==> src/rtl/aes_gcm_ctr_gen.sv <==
// -----------------------------------------------------------------------------
// aes_gcm_ctr_gen
// GCM counter-block generator. On an accepted start it forms J0 = IV || 1 and
// pulses it once on a side port for tag generation. It then streams inc32
// counter blocks IV||2, IV||3, ... to the AES data path under valid/ready.
//
// Optional feature: define AES_GCM_CTR_WRAP_ERR_EN to stop a request with a
// sticky o_wrap_err when the low counter word would wrap past all-ones.
// Without the macro the wrap is silent and o_wrap_err stays 0.
//
// Ports
//   clk, rst_n            rising-edge clock, asynchronous active-low reset
//   i_start, i_iv,        start request (IDLE only), IV and block count
//   i_num_blk             sampled on an accepted start
//   i_abort               synchronous flush to IDLE, wins over everything
//   o_j0, o_j0_vld        J0 value (held) and its one-cycle valid pulse
//   o_ctr_blk, o_ctr_vld, counter block stream; i_ctr_rdy completes a
//   i_ctr_rdy, o_ctr_last transfer, o_ctr_last marks the final block
//   o_busy, o_done        request in flight / one-cycle completion pulse
//   o_wrap_err            sticky counter-wrap flag
// -----------------------------------------------------------------------------
module aes_gcm_ctr_gen #(
   parameter int RND_SIZE = 128,
   parameter int IV_SIZE  = 96,
   parameter int CTR_SIZE = 32,
   parameter int LEN_SIZE = 32
) (
   input  logic                clk,
   input  logic                rst_n,
   input  logic                i_start,
   input  logic [IV_SIZE-1:0]  i_iv,
   input  logic [LEN_SIZE-1:0] i_num_blk,
   input  logic                i_abort,
   output logic [RND_SIZE-1:0] o_j0,
   output logic                o_j0_vld,
   output logic [RND_SIZE-1:0] o_ctr_blk,
   output logic                o_ctr_vld,
   input  logic                i_ctr_rdy,
   output logic                o_ctr_last,
   output logic                o_busy,
   output logic                o_done,
   output logic                o_wrap_err
);

   typedef enum logic [1:0] {
      ST_IDLE = 2'd0,
      ST_J0   = 2'd1,
      ST_RUN  = 2'd2,
      ST_DONE = 2'd3
   } state_t;

   state_t                state_q,    state_d;
   logic [IV_SIZE-1:0]    iv_q,       iv_d;
   logic [CTR_SIZE-1:0]   ctr_q,      ctr_d;
   logic [LEN_SIZE-1:0]   rem_q,      rem_d;
   logic [RND_SIZE-1:0]   j0_q,       j0_d;
   logic                  wrap_q,     wrap_d;
   logic                  j0_vld_q,   ctr_vld_q, last_q, busy_q, done_q;
   logic                  xfer_s;
   logic                  wrap_hit_s;

   assign xfer_s = (state_q == ST_RUN) && i_ctr_rdy;

`ifdef AES_GCM_CTR_WRAP_ERR_EN
   // A non-final transfer of the all-ones low word would expose a wrapped block.
   assign wrap_hit_s = (ctr_q == {CTR_SIZE{1'b1}});
`else
   assign wrap_hit_s = 1'b0;
`endif

   // Next-state and datapath update logic.
   always_comb begin
      state_d = state_q;
      iv_d    = iv_q;
      ctr_d   = ctr_q;
      rem_d   = rem_q;
      j0_d    = j0_q;
      wrap_d  = wrap_q;
      case (state_q)
         ST_IDLE: begin
            if (i_abort) begin
               state_d = ST_IDLE;
            end else if (i_start) begin
               state_d = ST_J0;
               iv_d    = i_iv;
               rem_d   = i_num_blk;
               ctr_d   = CTR_SIZE'(2);
               j0_d    = {i_iv, CTR_SIZE'(1)};
               wrap_d  = 1'b0;
            end else begin
               state_d = ST_IDLE;
            end
         end
         ST_J0: begin
            if (i_abort) begin
               state_d = ST_IDLE;
            end else if (rem_q == {LEN_SIZE{1'b0}}) begin
               state_d = ST_DONE;
            end else begin
               state_d = ST_RUN;
            end
         end
         ST_RUN: begin
            if (i_abort) begin
               state_d = ST_IDLE;
            end else if (xfer_s) begin
               // Only the low word counts; no carry into the IV bits.
               rem_d = rem_q - LEN_SIZE'(1);
               ctr_d = ctr_q + CTR_SIZE'(1);
               if (rem_q == LEN_SIZE'(1)) begin
                  state_d = ST_DONE;
               end else if (wrap_hit_s) begin
                  state_d = ST_DONE;
                  wrap_d  = 1'b1;
               end else begin
                  state_d = ST_RUN;
               end
            end else begin
               state_d = ST_RUN;
            end
         end
         ST_DONE: begin
            state_d = ST_IDLE;
         end
         default: begin
            state_d = ST_IDLE;
         end
      endcase
   end

   // State, datapath and registered status outputs.
   always_ff @(posedge clk or negedge rst_n) begin
      if (!rst_n) begin
         state_q   <= ST_IDLE;
         iv_q      <= {IV_SIZE{1'b0}};
         ctr_q     <= {CTR_SIZE{1'b0}};
         rem_q     <= {LEN_SIZE{1'b0}};
         j0_q      <= {RND_SIZE{1'b0}};
         wrap_q    <= 1'b0;
         j0_vld_q  <= 1'b0;
         ctr_vld_q <= 1'b0;
         last_q    <= 1'b0;
         busy_q    <= 1'b0;
         done_q    <= 1'b0;
      end else begin
         state_q   <= state_d;
         iv_q      <= iv_d;
         ctr_q     <= ctr_d;
         rem_q     <= rem_d;
         j0_q      <= j0_d;
         wrap_q    <= wrap_d;
         j0_vld_q  <= (state_d == ST_J0);
         ctr_vld_q <= (state_d == ST_RUN);
         last_q    <= (state_d == ST_RUN) && (rem_d == LEN_SIZE'(1));
         busy_q    <= (state_d != ST_IDLE);
         done_q    <= (state_d == ST_DONE);
      end
   end

   assign o_j0       = j0_q;
   assign o_j0_vld   = j0_vld_q;
   assign o_ctr_blk  = {iv_q, ctr_q};
   assign o_ctr_vld  = ctr_vld_q;
   assign o_ctr_last = last_q;
   assign o_busy     = busy_q;
   assign o_done     = done_q;
   assign o_wrap_err = wrap_q;

endmodule

==> config.mk <==
export PLATFORM = sky130hd
export DESIGN_NAME = aes_gcm_ctr_gen
export DESIGN_NICKNAME = d
export VERILOG_FILES = /design/src/rtl/aes_gcm_ctr_gen.sv
export SDC_FILE = /design/constraint.sdc
export NUM_CORES = 1
export LEC_CHECK = 0
export ABC_AREA = 0
export ABC_CLOCK_PERIOD_IN_PS = 3600
export BUFFER_PORTS_ARGS = -buffer_cell sky130_fd_sc_hd__buf_2
export CAP_MARGIN = 20
export CORE_AREA = 8 8 148 150
export CTS_CLUSTER_DIAMETER = 50
export DETAILED_ROUTE_END_ITERATION = 12
export DIE_AREA = 0 0 156 158
export PLACE_DENSITY_LB_ADDON = 0.08
export SLEW_MARGIN = 40
export SYNTH_ARGS = -nofsm -noshare
export SYNTH_HDL_FRONTEND = slang
export SYNTH_SLANG_ARGS = --single-unit
==> constraint.sdc <==
create_clock -name clk -period 3.6 [get_ports clk]
set_input_delay 0.54 -clock clk [delete_from_list [all_inputs] [get_ports clk]]
set_output_delay 0.54 -clock clk [all_outputs]
set_load 0.02 [all_outputs]
==> results.cfg <==
[placed_design]
port_buffers = 362
place_congestion = 0.9150
place_ws_ns = 0.3485
post-dp-hpwl_mm = 21.59

[final_layout]
multi_input_comb_area_sq_um = 3458
area_growth_pct = 21.63
fin_util_pct = 53.74
layout_commonest_cell = buf_2
fin_nets = 1381
mostFrequentLayoutCells = buf_2, nand2_1, dfrtp_1
fillers = 1947
seqCellArea_sq_um = 4204
final_layout_size_suffix_gt1_share_pct = 34.50

[clocking]
cts.sink_count = 168
ctsResizeCount = 0
cts_root_buf = clkbuf_16
cts-buffers-inserted = 17
cts_max_level = 4
clockBufferDepth = 2
insertion_delay_ns = 0.42
cts_tree = done
postCtsHoldBufs = 0
path_clk_slew_ns = 0.07
post-cts-setup-buffers = 0

[timing]
final_hold_viol_count = 0
fmax_mhz = 322.9
worst_pin_slew_ns = 0.7191
slew_headroom_pct = 52.06
drv_slew = 0
skew_ns = 0.01163
rsz0062_at_grt = false
setup_viol = 0
setup_ws_ns = 0.5026
final.setup.tns_ns = 0
finalCriticalPeriod_ns = 3.097
fin_crit_sh_pct = 86.04

[synthesis]
ys_ff_latch = 168
synthSimpleGateAreaFrac_pct = 27.17
syn_inst = 988
syn_area_sq_um = 8710
avgSynthCellArea_sq_um = 8.815
synthDistinctLibCells = 69
ys_seq_area_share_pct = 48.27
yosys_warnings = 0
yosys.area_share.xor_xnor_pct = 2.816
synth_compound_area_share_pct = 6.666
synthFlopType = dfrtp_1
synth-edff-count = 0
synthArstFlopShare_pct = 100.0
yosys-mux-area-fraction_pct = 1.207
synth_top_family_by_area = simple AND/OR/NAND/NOR gates
synth_fa_ha_area_share_pct = 0.4310

[worst_hold_path]
worstHoldPathType = input pin to async pin

[critical_path]
cp.arrival_ns = 3.42
cp_slowest_cell = or4_1
critPathLaunchType = register
path_common_cell = or4_1
reg2reg_depth = 9
timing.rr.start = state_q[1]
setup.worst_path.end = o_ctr_last
cp_cell_sequence = buf_4, and4bb_4, and4_1, nand4_1, mux2i_1, a221o_1, or4_1, or4_1, nor4_2
criticalPathCategory = register to register
critPathRequiredTime_ns = 3.92
r2r-end = o_ctr_last
end_kind = register
cp-startpoint = state_q[1]
critPathMaxStageDelay_ns = 0.51
cp_max_fo = 14
rrSetupSlack_ns = 0.50

[pwr]
leakage_nw = 5.801
swShare_pct = 37.87
power_density_nw_per_um2 = 590.5
p_switching_mw = 2.369
peakVddDrop_mv = 0.3523
clockPowerShare_pct = 29.6
power.share.sequential_pct = 41.1
p_comb_share_pct = 29.3
intPower_mw = 3.887

[global_routing]
grt_max_degree = 76
grt_pass1_wl_mm = 42.15
antenna_found_initial = 2
grt.total_usage_pct = 21.99
grt_pass1_vias = 7404
grt_overflow = 0

[floorplanning]
die_w_um = 156
initial_core_util_pct = 44.18
die_y_um = 158
rows = 52
die_area_sq_um = 24650
core-area_sq_um = 19710
num_io_pins = 395

[routing]
viasPerCell = 4.924
drt-total-wl_mm = 28.14
avgRoutedWirePerCell_um = 18.40
postRouteAntennaNets = 0
route.vias.total = 7529
drtIter0Drc = 512
dr.pass1.iters = 5
remaining_drc_errors = 0

[outcome]
outcome = completed

[job]
drv_cap = 0
-- cell families (layout without fill, tap and decap cells) --
family          after synthesis  in the layout
compound gates               81             81
xor+xnor                     28             28
fa+ha+maj                     3              3
buf+inv                     181            420
flops                       168            168
mux                          10             10
other cells                   1             33
simple gates                516            516
-- how the worst min path moves through the flow --
stage               startpoint         to  slack, ns  depth (start not counted)
floorplan                rst_n   ctr_q[0]       0.24                          0
global placement       o_j0[0]    o_j0[0]       0.45                          1
detailed placement     o_j0[0]    o_j0[0]       0.45                          1
CTS                      rst_n   rem_q[3]       0.14                          1
global route             rst_n  rem_q[12]       0.15                          1
finish                   rst_n  rem_q[12]       0.11                          1
-- metrics by stage --
step,hold WS (ns),cells,area [sq um],power (mW)
2_1_floorplan,0.2444,1019,8826,3.936
3_3_place_gp,0.4459,1496,9995,4.445
3_5_place_dp,0.4499,1496,9995,4.445
4_1_cts,0.1353,1528,10590,6.319
5_1_grt,0.1482,1529,10590,6.594
6_report,0.1081,1529,10590,6.256
-- power by group through the flow --
| stage | clock network [mW] | registers [mW] | logic, mW |
|---|---|---|---|
| after floorplan | 0 | 2.78 | 1.15 |
| after global placement | 0 | 2.60 | 1.84 |
| after detailed placement | 0 | 2.60 | 1.85 |
| after global routing | 1.98 | 2.62 | 2.00 |
| after CTS | 1.90 | 2.57 | 1.85 |
| final | 1.85 | 2.57 | 1.83 |
-- worst max-delay path, delay by kind of cell, from the launching register on --
| family | cells | cell delay [ns] |
|---|---|---|
| simple gates | 6 | 1.93 |
| flops | 1 | 0.45 |
| mux | 1 | 0.16 |
| buf+inv | 1 | 0.18 |
| compound gates | 1 | 0.27 |
-- synthesized netlist by cell type (3+ instances only) --
cell type,count,area share [%]
a211oi_1,4,0.34
a21o_1,7,0.60
a21oi_1,15,0.86
a22oi_1,3,0.26
a311oi_1,4,0.40
and2_1,7,0.50
and3_1,8,0.57
and4_1,7,0.70
and4b_1,3,0.34
buf_1,5,0.22
buf_2,5,0.29
buf_4,128,11
clkbuf_1,33,1.4
dfrtp_1,168,48
ha_1,3,0.43
inv_1,9,0.39
mux2_2,3,0.39
mux2i_1,6,0.69
nand2_1,319,14
nand2b_1,6,0.43
nand3_1,16,0.92
nand4_1,13,0.93
nor2_1,74,3.2
nor2b_1,6,0.43
nor3_1,13,0.75
nor3_2,3,0.34
nor4_1,6,0.43
nor4_2,3,0.43
o211ai_1,4,0.34
o21ai_0,10,0.57
o22a_1,3,0.30
o22ai_1,6,0.43
o311ai_0,3,0.30
or2_2,4,0.29
or3_1,8,0.57
or4_1,6,0.52
xnor2_1,6,0.60
xor2_1,22,2.2
-- area by class of cell --
type                       instances  area share (%)
sequential                       168           39.68
antenna                            1         0.02362
clock buffer                      20           4.311
inverter                           9          0.3425
multi-input combinational        670           32.64
tap                              270           3.189
clock inverter                    12           1.323
timing repair buffer             379           18.48
-- state kept, by name (all words and copies together), names as in the netlist --
signal,count
o_done,1
iv_q,96
o_j0,1
o_ctr_vld,1
ctr_q,32
o_ctr_last,1
state_q,2
o_busy,1
rem_q,32
o_j0_vld,1
-- metal layers --
layer | global-route usage [%] | vias up | wire (um)
met5 | 0 | - | 13
met4 | 6.100 | 2 | 369
li1 | - | 3624 | -
met2 | 36.31 | 327 | 13730
met1 | 28.41 | 3548 | 12120
met3 | 5.078 | 28 | 1912
No activity file was read; power rests on OpenSTA's default activity.
